## src/rtl/out_display.sv

```systemverilog
// -----------------------------------------------------------------------------
// out_display
//
// Output stage of the SAP-1 datapath. It captures the W bus into the output
// register when the controller pulls n_lo low. A sequential double-dabble
// converter then turns the byte into three BCD digits, one shift per clock.
// The digits are time-multiplexed onto a common 7-segment display, and leading
// zeros are blanked.
//
// Ports
//   clk      in   1   system clock, rising edge
//   clr      in   1   synchronous active-high reset
//   n_lo     in   1   active-low output-register load strobe
//   dbus     in   8   W bus
//   out_reg  out  8   captured binary value
//   bcd      out  12  {hundreds, tens, ones} of the last completed conversion
//   busy     out  1   conversion in progress
//   an       out  3   one-hot digit enable (an[0] = ones, an[2] = hundreds)
//   seg      out  7   active-high segments {g,f,e,d,c,b,a}
// -----------------------------------------------------------------------------
module out_display #(
    parameter int SCAN_DIV = 1024
) (
    input  logic        clk,
    input  logic        clr,
    input  logic        n_lo,
    input  logic [7:0]  dbus,
    output logic [7:0]  out_reg,
    output logic [11:0] bcd,
    output logic        busy,
    output logic [2:0]  an,
    output logic [6:0]  seg
);

    localparam int PW = (SCAN_DIV > 1) ? $clog2(SCAN_DIV) : 1;
    localparam logic [PW-1:0] PRESC_LAST = PW'(SCAN_DIV - 1);

    typedef enum logic {
        IDLE = 1'b0,
        CONV = 1'b1
    } state_t;

    // Double-dabble correction: a nibble of 5 or more would reach 10 or more
    // after the next shift, so 3 is added first. The carry stays inside the
    // nibble.
    function automatic logic [3:0] adj_nibble(input logic [3:0] n);
        return (n >= 4'd5) ? (n + 4'd3) : n;
    endfunction

    function automatic logic [6:0] seg_decode(input logic [3:0] d);
        logic [6:0] s;
        case (d)
            4'd0:    s = 7'b0111111;
            4'd1:    s = 7'b0000110;
            4'd2:    s = 7'b1011011;
            4'd3:    s = 7'b1001111;
            4'd4:    s = 7'b1100110;
            4'd5:    s = 7'b1101101;
            4'd6:    s = 7'b1111101;
            4'd7:    s = 7'b0000111;
            4'd8:    s = 7'b1111111;
            4'd9:    s = 7'b1101111;
            default: s = 7'b0000000;
        endcase
        return s;
    endfunction

    state_t          state_q, state_d;
    logic [19:0]     sr_q, sr_d;
    logic [2:0]      cnt_q, cnt_d;
    logic [7:0]      out_reg_q, out_reg_d;
    logic [11:0]     bcd_q, bcd_d;
    logic [PW-1:0]   presc_q, presc_d;
    logic [1:0]      idx_q, idx_d;

    logic [19:0]     sr_adj;
    logic [19:0]     sr_shift;
    logic [3:0]      digit;
    logic            blank;

    assign sr_adj   = {adj_nibble(sr_q[19:16]), adj_nibble(sr_q[15:12]),
                       adj_nibble(sr_q[11:8]), sr_q[7:0]};
    assign sr_shift = sr_adj << 1;

    // Conversion FSM, next state
    always_comb begin
        state_d   = state_q;
        sr_d      = sr_q;
        cnt_d     = cnt_q;
        out_reg_d = out_reg_q;
        bcd_d     = bcd_q;

        if (!n_lo) begin
            // A load always wins, even in the middle of a conversion. The
            // aborted conversion never reaches bcd.
            out_reg_d = dbus;
            sr_d      = {12'b0, dbus};
            cnt_d     = 3'd0;
            state_d   = CONV;
        end else begin
            case (state_q)
                CONV: begin
                    sr_d  = sr_shift;
                    cnt_d = cnt_q + 3'd1;
                    if (cnt_q == 3'd7) begin
                        bcd_d   = sr_shift[19:8];
                        state_d = IDLE;
                    end
                end
                default: begin
                end
            endcase
        end
    end

    // Scan prescaler and digit index, free-running and independent of loads
    always_comb begin
        presc_d = presc_q + PW'(1);
        idx_d   = idx_q;
        if (presc_q == PRESC_LAST) begin
            presc_d = '0;
            idx_d   = (idx_q == 2'd2) ? 2'd0 : (idx_q + 2'd1);
        end
    end

    always_ff @(posedge clk) begin
        if (clr) begin
            state_q   <= IDLE;
            cnt_q     <= 3'd0;
            out_reg_q <= 8'd0;
            bcd_q     <= 12'd0;
            presc_q   <= '0;
            idx_q     <= 2'd0;
        end else begin
            state_q   <= state_d;
            cnt_q     <= cnt_d;
            out_reg_q <= out_reg_d;
            bcd_q     <= bcd_d;
            presc_q   <= presc_d;
            idx_q     <= idx_d;
        end
    end

    // The shift register is only meaningful in CONV, and every entry to CONV
    // reloads it, so it needs no reset.
    always_ff @(posedge clk) begin
        sr_q <= sr_d;
    end

    // Digit select, leading-zero blanking and segment decode
    always_comb begin
        digit = bcd_q[3:0];
        blank = 1'b0;
        case (idx_q)
            2'd1: begin
                digit = bcd_q[7:4];
                blank = (bcd_q[11:8] == 4'd0) && (bcd_q[7:4] == 4'd0);
            end
            2'd2: begin
                digit = bcd_q[11:8];
                blank = (bcd_q[11:8] == 4'd0);
            end
            default: begin
            end
        endcase
        seg = blank ? 7'b0000000 : seg_decode(digit);
        an  = 3'b001 << idx_q;
    end

    assign out_reg = out_reg_q;
    assign bcd     = bcd_q;
    assign busy    = (state_q == CONV);

endmodule

```

## config.mk

```make
export PLATFORM = sky130hd
export DESIGN_NAME = out_display
export DESIGN_NICKNAME = d
export VERILOG_FILES = /design/src/rtl/out_display.sv
export SDC_FILE = /design/constraint.sdc
export NUM_CORES = 1
export LEC_CHECK = 0
export CAP_MARGIN = 20
export CORE_ASPECT_RATIO = 0.6
export CORE_MARGIN = 8
export CORE_UTILIZATION = 40
export CTS_BUF_LIST = sky130_fd_sc_hd__clkbuf_16
export DETAILED_ROUTE_END_ITERATION = 10
export GPL_TIMING_DRIVEN = 0
export PLACE_DENSITY = 0.6
export SETUP_SLACK_MARGIN = 0.15
export SYNTH_ARGS = -nofsm -noshare
export SYNTH_HDL_FRONTEND = slang
export SYNTH_SLANG_ARGS = --single-unit
export TNS_END_PERCENT = 5
```

## constraint.sdc

```tcl
create_clock -name clk -period 3.3 [get_ports clk]
set_input_delay 0.66 -clock clk [delete_from_list [all_inputs] [get_ports clk]]
set_output_delay 0.66 -clock clk [all_outputs]
set_load 0.005 [all_outputs]
```

Word-level counts from Yosys, hierarchy flattened
Memory sizes are Yosys's and may differ from the RTL's.
Cells that the tools add are included.
{ "word_totals": {"in_bits": 11, "mem_bits_rw": 0, "out_inout_bits": 31, "mem_bits_ro": 112, "regBits": 56, "latchBits": 0, "memories": 1, "word_cells": 43} }
{ "mem_list": {"columns": ["name", "depth", "word_bits", "read_ports", "rd_ports_with_merged_regs", "write_ports", "line", "rtl"], "rows": [
  ["(no name shown)", 16, 7, 1, 0, 0, "52", "case (d)"]
]} }
{ "op_classes": {"eq_ne": 5, "reduce_logical": 6, "bitwise_logic": 1, "n_mul": 0, "shifts": 1, "addsub": 6, "n_lt_le_gt_ge": 3, "n_div": 0, "mux": 12} }
{ "op_table": {"columns": ["op", "n"], "rows": [
  ["$mux 8", 2],
  ["$ge 4x3->1 const B", 3],
  ["$add 10x1->10 const B", 1],
  ["$eq 10x10->1 const B", 1],
  ["$add 4x2->4 const B", 2],
  ["$logic_not 4->1", 2],
  ["$mux 4", 2],
  ["$pmux 4 s2", 1],
  ["$mux 7", 1],
  ["$reduce_or 2->1", 2],
  ["$add 3x1->3 const B", 1],
  ["$add 3x2->3 const B", 1],
  ["$eq 3x3->1 const B", 1],
  ["$mux 1", 3],
  ["$mux 3", 1],
  ["$reduce_and 3->1", 1],
  ["$shl 1x2->3 const A", 1],
  ["$add 2x1->2 const B", 1],
  ["$eq 2x1->1 const B", 1],
  ["$eq 2x2->1 const B", 1],
  ["$mux 2", 1],
  ["$ne 2x1->1 const B", 1],
  ["$pmux 1 s2", 1],
  ["$logic_and 1x1->1", 1],
  ["$not 1->1", 1]
]} }

Depth between registers and ports, before layout
Gate-level depths: netlist (run 1).
{ "depth": {"depth_word": 4, "depth_mapped": 9, "ltp_nobuf": 9} }

Worst setup path after synthesis (run 1)
OpenSTA, ideal clock, no wires.
{ "synth_timing": {"path_type": "register to output", "start": "register idx_q[0]", "end": "output port seg[3]", "t_arrival_ps": 1951, "n_path_buf": 1, "setup_slack_ps": 689, "path_stages_with_launch": 10, "required_time_ps": 2640, "path_cell_list": "dfxtp_1 > inv_1 > ha_1 > buf_6 > nor2_1 > a21oi_1 > inv_1 > ha_1 > mux2_1 > a21oi_1"} }
{ "synth_between": {"elab_chain_cells": 4, "word_cells_on_any_way": 6, "cone_classes": "eq/ne: 2; mux: 3; memory: 1"} }
{ "synth_rtl": {"columns": ["element", "line", "rtl"], "rows": [
  ["start, declared", "74", "logic [1:0] idx_q, idx_d;"],
  ["start signal, assigned", "140", "idx_q <= idx_d;"],
  ["$eq 2x2->1 or $eq 2x1->1 (tied branches)", "154", "case (idx_q)"],
  ["$pmux 4 s2", "154", null],
  ["$mem_v2 16x7", null, null],
  ["$mux 7 (*)", "166", "seg = blank ? 7'b0000000 : seg_decode(digit);"],
  ["end, declared", "32", "output logic [6:0] seg"]
]} }
Every way passes the cells marked *; elsewhere a longest branch is shown, timed or not.

Worst setup path after layout (run 1)
{ "layout_timing": {"start": "register idx_q[0]", "end": "output port seg[1]"} }
The elaborated chain is that of the path after synthesis.

==> metrics.yaml, run 1 <==
run:
  drv_cap: 0
synth:
  syn_area_um2: 2760
  yosysSeqAreaShare_pct: 43.6
  async_flop_share_pct: 0
  ys_seq_elements: 56
  synth-edff-count: 8
  synth.distinct_cells: 35
  synth_nets: 340
  synth_cells: 311
  yosys_warnings: 0
  ys.flop_type: "dfxtp_1"
  synth.avg_cell_area_um2: 8.86
clocking:
  clock-sinks: 56
  clock-root-buffer: "clkbuf_16"
  clk_latency_ns: 0.29
  clk_pin_slew_ns: 0.07
  cts-buffers-inserted: 5
  tritoncts: "yes"
  h-tree-depth: 2
  holdBufCountCts: 0
  cts.path.max_buffers: 2
final_layout:
  finish.cell_count_without_fillers: 448
  areaGrowthSynthToFinish_pct: 24.7
  ff_latch_area_um2: 1200
  final_util_pct: 51.4
  layout.nets: 389
  fill_cells: 655
  multiInputGateArea_um2: 1450
  top_register: "sr_q"
  largest_reg_flops: 20
  antenna_cells: 0
  fin_area_um2: 3430
  drive_gt1_share_pct: 7.48
power:
  sw_frac_of_total_pct: 22.6
  p_clk_share_pct: 37.3
  power_density_nw_per_um2: 394
  power_mw: 1.35
  ir_drop_mv: 0.218
  leakage_nw: 1.33
  combPwrFrac_pct: 8.5
  seqPwrFrac_pct: 54.2
  intPower_mw: 1.05
  switching_power_uw: 306
global_routing:
  grt_usage_pct: 13.6
  antenna_found_initial: 0
  grt_pass1_vias: 2311
  overflow: 0
  grt_first_pass_wirelength_um: 11000
  grt_max_degree: 17
timing:
  grt_setup_unrepaired: "true"
  slew_viol_final: 0
  clock_skew_ns: 0.00748
  hold_viol: 0
  finalSetupViolCount: 0
  setup-tns-final_ns: 0
  worst_pin_slew_ns: 0.562
  finalCriticalPeriod_ns: 3.14
  slew_headroom_pct: 62.5
  max_freq_ghz: 0.318
  period_share_pct: 95.3
placement:
  io_buffers: 40
  dpl_cell_area_um2: 3260
  hpwl_um: 4720
  gp_congestion: 0.780
  dpl.cell_count: 438
detailed_routing:
  drt-wirelength-per-cell_um: 13.8
  finalWirelength_um: 6190
  drt-initial-drc-count: 122
  drt_first_pass_iters: 4
  postRouteAntennaNets: 0
  vias: 2202
  drc_errors: 0
  drt-vias-per-instance: 4.92
die:
  design.core.area_um2: 6680
  fp.dieArea_um2: 9890
  fp.dieH_um: 80.3
  io_pins: 42
  start_util_pct: 41.3
  die_x_um: 123
  fp-row-count: 23
worst_hold_path:
  hp-class: "reg2reg"
setup_path:
  worstPathRequired_ns: 2.64
  cp_max_fo: 8
  critPathSlowestCell: "clkdlybuf4s50_1"
  critPathMaxStageDelay_ns: 0.51
  end_kind: "output pin"
  crit_path_start_kind: "flop"
  path_class: "reg2out"
  critical_path_arrival_ns: 2.48
  cp_cell_sequence: "inv_1 -> ha_1 -> buf_6 -> nor2_1 -> a21o_1 -> a21oi_2 -> or2_4 -> nor2_1 -> clkdlybuf4s50_1"
  critPathMostFrequentCell: "nor2_1"
outcome:
  outcome: "finished clean"
[path summary, 6_finish.rpt]
check	startpoint	end	slack, ns	cells past startpoint
worst max-delay path	idx_q[0]	seg[1]	0.16	9
worst max register to register	sr_q[13]	sr_q[14]	1.66	7
worst min register to register	out_reg[7]	out_reg[7]	0.46	2
worst min-delay path	out_reg[7]	out_reg[7]	0.46	2
[routing by layer]
metal / vias to the layer above / track usage, % / routed length (µm)
met3: 5 / 3.36 / 240
met4: 0 / 3.11 / 38
met5: - / 0 / 0
li1: 1142 / - / -
met1: 1026 / 18.6 / 3280
met2: 29 / 21.2 / 2630
[cell usage after synthesis, types with 2 or more instances]
master / count / area, µm²
ha_1: 18 / 225
o21ai_0: 5 / 25.0
nor3b_1: 2 / 15.0
a21boi_0: 3 / 22.5
nor4_1: 2 / 12.5
mux2_1: 2 / 22.5
nor2b_1: 8 / 50.1
edfxtp_1: 8 / 240
nand3_1: 8 / 40.0
nand2b_1: 13 / 81.3
buf_6: 2 / 22.5
nor2_1: 35 / 131
clkbuf_1: 7 / 26.3
a21oi_1: 33 / 165
xnor2_1: 8 / 70.1
dfxtp_1: 48 / 961
a22oi_1: 2 / 15.0
and3_1: 3 / 18.8
a22o_1: 2 / 17.5
a211oi_1: 5 / 37.5
xor2_1: 5 / 43.8
inv_1: 11 / 41.3
mux2i_1: 14 / 140
o211a_1: 2 / 20.0
buf_2: 6 / 30.0
nand2_1: 50 / 188
[layout by cell type, fill, tap and decap left out, types with 2 or more instances in the layout]
master	count
buf_6	3
edfxtp_1	8
nor4_1	2
a21boi_0	3
a22o_1	2
dfxtp_2	2
clkdlybuf4s50_1	34
o211a_1	2
clkbuf_16	5
nand2_1	50
nor3b_1	2
a211oi_1	5
inv_1	12
a21oi_1	32
o21ai_0	5
buf_2	6
clkbuf_1	7
clkinv_1	2
nor2b_1	8
ha_2	2
xor2_1	5
mux2_1	2
a21oi_2	2
dlygate4sd2_1	5
nand3_1	8
and3_1	3
dfxtp_1	46
nor2_1	34
ha_1	16
nand2b_1	13
xnor2_1	8
mux2i_1	14
[power groups by stage]
| stage | sequential, mW | combinational [mW] | clock (mW) |
|---|---|---|---|
| finish | 0.734 | 0.115 | 0.504 |
| global route | 0.736 | 0.131 | 0.544 |
| CTS | 0.733 | 0.117 | 0.512 |
| detailed placement | 0.748 | 0.115 | 0 |
| global placement | 0.748 | 0.113 | 0 |
| floorplan | 0.745 | 0.0713 | 0 |
[per-stage QoR]
step | hold slack, ns | worst slack (ns)
3_3_place_gp | 0.435 | 0.0587
5_1_grt | 0.490 | 0.0535
2_1_floorplan | 0.418 | 0.689
4_1_cts | 0.463 | 0.158
6_report | 0.458 | 0.157
3_5_place_dp | 0.449 | 0.0425
[critical path: cells and delay by family (launching register included)]
family,cells,cell delay (ns)
adder cells (fa/ha/maj),1,0.31
AO/OA/AOI/OAI,2,0.30
AND/OR/NAND/NOR,3,0.51
flip-flops,1,0.36
buffers and inverters,3,0.72
[area by class of cell]
type                            count  area share [%]
Multi-Input combinational cell    229            42.2
Sequential cell                    56            35.0
Timing Repair Buffer               42            12.1
Clock buffer                        5            3.64
Tap cell                           87            3.17
Buffer                             15            2.30
Inverter                           11            1.20
Clock inverter                      3           0.328
[cell families (layout without fill, tap and decap cells)]
kind of cell | after synthesis | count (layout) | synth area share (%)
AND/OR/NAND/NOR | 124 | 124 | 20.2
AO/OA/AOI/OAI | 56 | 56 | 12.3
flip-flops | 56 | 56 | 43.6
buffers and inverters | 26 | 76 | 4.36
adder cells (fa/ha/maj) | 18 | 18 | 8.17
multiplexers | 18 | 18 | 7.22
XOR/XNOR | 13 | 13 | 4.13
[what timing repair did]
action	in CTS	in global routing
setup buffers	2	0
resized for setup	10	4
setup endpoints to repair	7	4
No activity file was read; power rests on OpenSTA's default activity.
==> inputs of run 2 (changes only) <==
==> constraint.sdc (replaced) <==
create_clock -name clk -period 3.3 [get_ports clk]
set_input_delay 0.33 -clock clk [delete_from_list [all_inputs] [get_ports clk]]
set_output_delay 0.33 -clock clk [all_outputs]
set_load 0.005 [all_outputs]
==> metrics.yaml, run 2 (synthesized netlist as in run 1, its figures left out) <==
outcome:
  outcome: "finished clean"
setup_path:
  critPathSlowestCell: "clkdlybuf4s50_1"
  path_buf_inv: 4
  critPathMostFrequentCell: "ha_1"
  worstPathRequired_ns: 2.97
  critical_path_arrival_ns: 2.71
  critPathMaxStageDelay_ns: 0.52
  critical_path.top_delay_family: "buffers and inverters"
  end_kind: "output pin"
  r2r_cells: 7
  crit_path_start_kind: "flop"
  cp.depth: 10
  cp_max_fo: 8
  r2r_setup_slack_ns: 1.65
  cp_cell_sequence: "inv_1 -> ha_1 -> buf_6 -> nor2_1 -> a21oi_2 -> inv_2 -> ha_1 -> mux2_1 -> a21oi_1 -> clkdlybuf4s50_1"
  path_class: "reg2out"
timing:
  setup-tns-final_ns: 0
  period_share_pct: 92.3
  hold_viol: 0
  finalSetupViolCount: 0
  slew_viol_final: 0
  worst_pin_slew_ns: 0.551
  max_freq_ghz: 0.328
  finalCriticalPeriod_ns: 3.04
  slew_headroom_pct: 63.3
  grt_setup_unrepaired: "true"
  clock_skew_ns: 0.0108
detailed_routing:
  drc_errors: 0
  drt_first_pass_iters: 4
  drt-initial-drc-count: 102
  finalWirelength_um: 6200
  postRouteAntennaNets: 0
  vias: 2200
  drt-vias-per-instance: 4.91
  drt-wirelength-per-cell_um: 13.8
final_layout:
  largest_reg_flops: 20
  areaGrowthSynthToFinish_pct: 24.5
  antenna_cells: 0
  drive_gt1_share_pct: 7.20
  top_register: "sr_q"
  fill_cells: 657
  final_common_cell: "nand2_1"
  final_cell_mix: "nand2_1 (50), dfxtp_1 (46), clkdlybuf4s50_1 (40)"
  layout.nets: 389
global_routing:
  met1_usage_pct: 18.5
  antenna_found_initial: 0
  grt_max_degree: 17
  grt-busiest-layer: "met2"
  overflow: 0
  use_met3_pct: 3.36
  grt_first_pass_wirelength_um: 11000
  grt_pass1_vias: 2300
  grt_util_met2_pct: 21.1
  grt_usage_pct: 13.6
clocking:
  tritoncts: "yes"
  holdBufCountCts: 0
  cts.path.max_buffers: 2
  clk_pin_slew_ns: 0.07
  clk_latency_ns: 0.29
  clock-sinks: 56
  cts-buffers-inserted: 5
  clock-root-buffer: "clkbuf_16"
  h-tree-depth: 2
die:
  fp.dieH_um: 80.3
  fp.dieArea_um2: 9890
  start_util_pct: 41.3
  design.core.area_um2: 6680
  fp-row-count: 23
  die_x_um: 123
  io_pins: 42
placement:
  gp_congestion: 0.780
  hpwl_um: 4720
  io_buffers: 40
power:
  power_density_nw_per_um2: 394
  power_mw: 1.35
  ir_drop_mv: 0.218
  leakage_nw: 1.33
run:
  drv_cap: 0
worst_hold_path:
  hold_depth: 2
  hp-class: "reg2reg"
## run 2: area by class of cell
type                       count  area [µm²]  area share (%)
sequential                    56        1200            35.1
multi-input combinational    229        1450            42.1
clock buffer                   5         125            3.65
clock inverter                 3        11.3           0.328
timing repair buffer          42         415            12.1
inverter                      11        41.3            1.20
tap                           87         109            3.17
buffer                        15        78.8            2.30
## run 2: final timing paths
| kind | end | start |
|---|---|---|
| setup / recovery | seg[3] | idx_q[0] |
| setup reg to reg | sr_q[14] | sr_q[13] |
| hold / removal | out_reg[7] | out_reg[7] |
| hold reg to reg | out_reg[7] | out_reg[7] |
## run 2: tightest hold or removal path: stages (launching register included)
cell,delay (ns)
dfxtp_1,0.31
nand2_1,0.05
a21oi_1,0.05
## run 2: stage by stage
step	setup WS, ns	util [%]	area, µm²	cells	hold WS, ns
floorplan	1.02	-	2760	311	0.418
finish	0.255	51.4	3430	448	0.458
global placement	0.389	48.9	3260	438	0.435
CTS	0.159	51.1	3410	447	0.463
detailed placement	0.372	48.9	3260	438	0.449
global route	0.143	51.4	3430	448	0.490
## run 2: timing repair
item	4_1_cts	5_1_grt
cloned	0	0
setup endpoints to repair	2	2
resized for setup	1	5
setup buffers	1	1
## run 2: report_power, final
part	switching (mW)	internal [mW]	leakage, nW
clock	0.230	0.274	0.0701
sequential	0.0157	0.718	0.474
combinational	0.0599	0.0549	0.787
## run 2: per-layer routing
metal | share of wire (%) | wire length [µm]
met1 | 51 | 3180
met2 | 43 | 2640
met3 | 5.6 | 344
met4 | 0.47 | 29
met5 | 0 | 0
==> inputs of run 3 (changes only) <==
--- a/config.mk
+++ b/config.mk
@@ -12,2 +12,3 @@
 export CTS_BUF_LIST = sky130_fd_sc_hd__clkbuf_16
+export CTS_CLUSTER_SIZE = 25
 export DETAILED_ROUTE_END_ITERATION = 10
==> constraint.sdc (replaced) <==
create_clock -name clk -period 3.3 [get_ports clk]
set_input_delay 0.66 -clock clk [delete_from_list [all_inputs] [get_ports clk]]
set_output_delay 0.66 -clock clk [all_outputs]
set_load 0.005 [all_outputs]
==> results of run 3 <==
Final layout, timing and power as in run 1 (identical DEF).
